## src/rtl/inst_fetch_ram256x8.sv

```systemverilog
// Instruction-fetch front end: 256-byte big-endian instruction RAM, program counter
// and IF/ID pipeline register with stall, branch redirect/flush and a debug read port.
module inst_fetch_ram256x8 (
    input  logic        clk,
    input  logic        reset,
    input  logic        hazard_stall,
    input  logic        branch_taken,
    input  logic [31:0] branch_target,
    output logic [31:0] pc_out,
    output logic [31:0] fetch_instr,
    output logic [31:0] if_id_instr,
    output logic [31:0] if_id_pc4,
    output logic        if_id_valid,
    input  logic [31:0] dbg_addr,
    output logic [31:0] dbg_data
);

    // Preloaded hierarchically by benches; no write port, untouched by reset.
    logic [7:0] Mem [0:255] = '{default: 8'h00};

    logic [31:0] pc_q, pc_d;
    logic [31:0] instr_q, instr_d;
    logic [31:0] pc4_q, pc4_d;
    logic        valid_q, valid_d;

    logic [31:0] fetch_word;
    logic [31:0] dbg_word;

    // Address bits above [7:0] never reach the RAM.
    logic unused_dbg_hi;
    assign unused_dbg_hi = ^dbg_addr[31:8];

    // Byte lane gi comes from A+gi (8-bit add wraps at 256), lane 0 is the MSB.
    genvar gi;
    generate
        for (gi = 0; gi < 4; gi++) begin : g_lane
            assign fetch_word[31-8*gi -: 8] = Mem[pc_q[7:0] + 8'(gi)];
            assign dbg_word[31-8*gi -: 8]   = Mem[dbg_addr[7:0] + 8'(gi)];
        end
    endgenerate

    // Branch outranks stall; a flush inserts a zero bubble with valid low.
    always_comb begin
        pc_d    = pc_q;
        instr_d = instr_q;
        pc4_d   = pc4_q;
        valid_d = valid_q;
        if (branch_taken) begin
            pc_d    = branch_target;
            instr_d = 32'h0;
            pc4_d   = 32'h0;
            valid_d = 1'b0;
        end else if (!hazard_stall) begin
            pc_d    = pc_q + 32'd4;
            instr_d = fetch_word;
            pc4_d   = pc_q + 32'd4;
            valid_d = 1'b1;
        end
    end

    always_ff @(posedge clk) begin
        if (reset) begin
            pc_q    <= 32'h0;
            instr_q <= 32'h0;
            pc4_q   <= 32'h0;
            valid_q <= 1'b0;
        end else begin
            pc_q    <= pc_d;
            instr_q <= instr_d;
            pc4_q   <= pc4_d;
            valid_q <= valid_d;
        end
    end

    assign pc_out      = pc_q;
    assign fetch_instr = fetch_word;
    assign if_id_instr = instr_q;
    assign if_id_pc4   = pc4_q;
    assign if_id_valid = valid_q;
    assign dbg_data    = dbg_word;

endmodule

```

## config.mk

```make
export PLATFORM = sky130hd
export DESIGN_NAME = inst_fetch_ram256x8
export DESIGN_NICKNAME = d
export VERILOG_FILES = /design/src/rtl/inst_fetch_ram256x8.sv
export SDC_FILE = /design/constraint.sdc
export NUM_CORES = 1
export LEC_CHECK = 0
export ABC_AREA = 1
export CAP_MARGIN = 15
export CORE_ASPECT_RATIO = 1.75
export CORE_MARGIN = 2
export CORE_UTILIZATION = 42
export DETAILED_ROUTE_END_ITERATION = 10
export GPL_ROUTABILITY_DRIVEN = 0
export PLACE_DENSITY_LB_ADDON = 0.05
export SETUP_SLACK_MARGIN = 0.4
export SLEW_MARGIN = 20
export SYNTH_ARGS = -nofsm -noshare
export SYNTH_HDL_FRONTEND = slang
export SYNTH_SLANG_ARGS = --single-unit
```

## constraint.sdc

```tcl
create_clock -name clk -period 4.1 [get_ports clk]
set_clock_uncertainty 0.15 [all_clocks]
set_input_delay 0.41 -clock clk [delete_from_list [all_inputs] [get_ports clk]]
set_output_delay 0.41 -clock clk [all_outputs]
set_load 0.01 [all_outputs]
```

==> impl_metrics.csv <==
group,metric,value,unit
status,status,"completed",
clock_tree,cts_tree,"built",
synthesis,ys_warn_count,0,
synthesis,synth_cells,609,
timing,layout_worst_path_cycle_share,0.586,
cells_and_area,multi_input_area,0.00211,mm²
clock_tree,cts_resized,0,
timing,hold_slack,316,ps
synthesis,synth_top_area_share,0.321,
worst_setup_path,arrival,2480,ps
route,routed_wl,10.6,mm
clock_tree,cts-root-buf,"clkbuf_16",
clock_tree,path_clk_slew,50,ps
route,vias_per_cell,4.60,
timing,slew_headroom,0.412,
timing,max_slew.worst_pin.slew,881,ps
synthesis,seq_area_frac_synth,0.321,
job,cap_violations,0,
worst_setup_path,start_kind,"primary input",
global_routing,antenna_found_initial,0,
die,std_cell_rows,47,
clock_tree,clock_path_buffers,2,
die,die_x,78.2,µm
route,num_vias,3826,
synthesis,asyncSetResetFlopFracSynth,0,
synthesis,yosysTopAreaCell,"dfxtp_1",
global_routing,grt_pass1_vias,3502,
die,dieArea,0.0105,mm²
cells_and_area,seqCellArea,0.00130,mm²
worst_setup_path,path_max_fanout,29,
cells_and_area,final-instance-count-excl-fill,832,
power_and_ir_drop,power_density,342,mW/mm²
cells_and_area,n_fill_cell,972,
timing,rsz0062_at_grt,"no",
synthesis,ys_ff_latch,65,
placement,dp_hpwl,7.94,mm
clock_tree,cts_buffers,9,
synthesis,synth_edf_count,0,
synthesis,synth-main-ff-cell,"dfxtp_1",
clock_tree,post_cts_buffers,0,
cells_and_area,nNetsFinal,774,
synthesis,syn_area_per_cell,6.65,µm²
route,drt_drc_violations_left,0,
route,ant_nets,0,
worst_setup_path,crit_type,"in2reg",
timing,setup_viol,0,
cells_and_area,drive_above_1_share,0.0592,
global_routing,grt_max_degree,57,
cells_and_area,fin_util,0.541,
timing,max_freq,416,MHz
placement,portBuffers,100,
cells_and_area,area_delta_synth_final,25.6,%
synthesis,synth.area.top_cells,"dfxtp_1 32%, buf_4 19%, nand2_1 18%",
cells_and_area,antenna_cells,0,
power_and_ir_drop,vdd_drop_max,205,µV
placement,placed_cells,816,
synthesis,synth_commonest_cells,"191 x nand2_1, 100 x buf_4, 71 x nand3_1",
route,wl_per_cell,12.7,µm
global_routing,grt-ovfl-total,0,
synthesis,syn_area,0.00405,mm²
global_routing,grt_pass1_wl,16.7,mm
clock_tree,cts_num_sinks,65,
die,die_h,134,µm
clock_tree,clk_latency,330,ps
synthesis,ys_types,28,
timing,final_hold_viol_count,0,
die,ios,229,
worst_setup_path,critPathCaptureType,"flip-flop",
route,drt_iter0_markers,209,
clock_tree,htreeDepth,3,
timing,slew_violations,0,
route,first_pass_iters,4,
die,core-area,0.00941,mm²
worst_setup_path,crit_required,4170,ps
global_routing,track_usage,0.202,
die,initial_utilization,0.430,
min_path,hold_path_class,"reg2reg",
synthesis,yosysMostFrequentCell,"nand2_1",
timing,period_minus_slack,2400,ps
power_and_ir_drop,total_leakage_power,0.00240,µW
power_and_ir_drop,power,1740,µW
timing,final.setup.tns,0,ps
clock_tree,hold_buffers,0,
[through the flow]
| stage | cell area, µm² | worst slack [ps] |
|---|---|---|
| finish | 5090 | 1700 |
| global placement | 4770 | 1320 |
| global route | 5090 | 1550 |
| floorplan | 4410 | 2550 |
| CTS | 5090 | 1670 |
| detailed placement | 4770 | 1310 |
[area by class of cell]
cell class | instances | area share
clock buffer | 10 | 0.0450
clock inverter | 6 | 0.0162
inverter | 47 | 0.0349
multi-input combinational | 478 | 0.415
sequential | 65 | 0.256
tap | 122 | 0.0300
timing repair buffer | 104 | 0.203
[cell usage in the layout, fill, tap and decap left out, drive strengths merged, types with 7 or more instances in the layout]
master         instances
a21oi                  7
clkbuf                10
clkdlybuf4s50        100
conb                  96
dfxtp                 65
inv                   46
nand2                197
nand3                 71
nor2                  53
o21ai                 42
[state kept, by name, summed over array words and instances, names as in the netlist]
signal	cells
pc_out	32
if_id_valid	1
if_id_pc4	32
[final timing paths]
kind | to | cells after the start | slack [ps] | startpoint
setup reg to reg | if_id_pc4[24] | 8 | 2280 | pc_out[2]
setup / recovery | pc_out[3] | 8 | 1700 | branch_taken
hold reg to reg | if_id_pc4[14] | 2 | 320 | if_id_pc4[14]
hold / removal | if_id_pc4[14] | 2 | 320 | if_id_pc4[14]
[power by group]
group          internal, µW  switching [µW]  leakage [µW]  total, µW
Combinational           101             137       0.00171        239
Clock                   528             281      0.000152        810
Sequential              659            31.9      0.000531        691
Total                  1290             450       0.00240       1740
[cells by family after synthesis]
kind of cell	count (synthesis)	share of synthesized area
AND/OR/NAND/NOR	325	0.354
buffers and inverters	161	0.245
flip-flops	65	0.321
AO/OA/AOI/OAI	54	0.0711
XOR/XNOR	2	0.00433
adder cells (fa/ha/maj)	1	0.00309
other	1	0.000926
[layer usage]
layer	vias to the layer above	global-route usage	wire, µm
li1	1916	-	-
met1	1727	0.221	4110
met2	162	0.356	5420
met3	21	0.0485	703
met4	0	0.105	324
met5	-	0	0
[worst max-delay path, cell delays in order]
cell	delay, ps
clkdlybuf4s50_1	660
inv_1	140
nand2_2	70
buf_4	270
inv_1	460
a22o_1	330
nand2_1	50
o21ai_0	70
(Power assumes the default switching activity.)
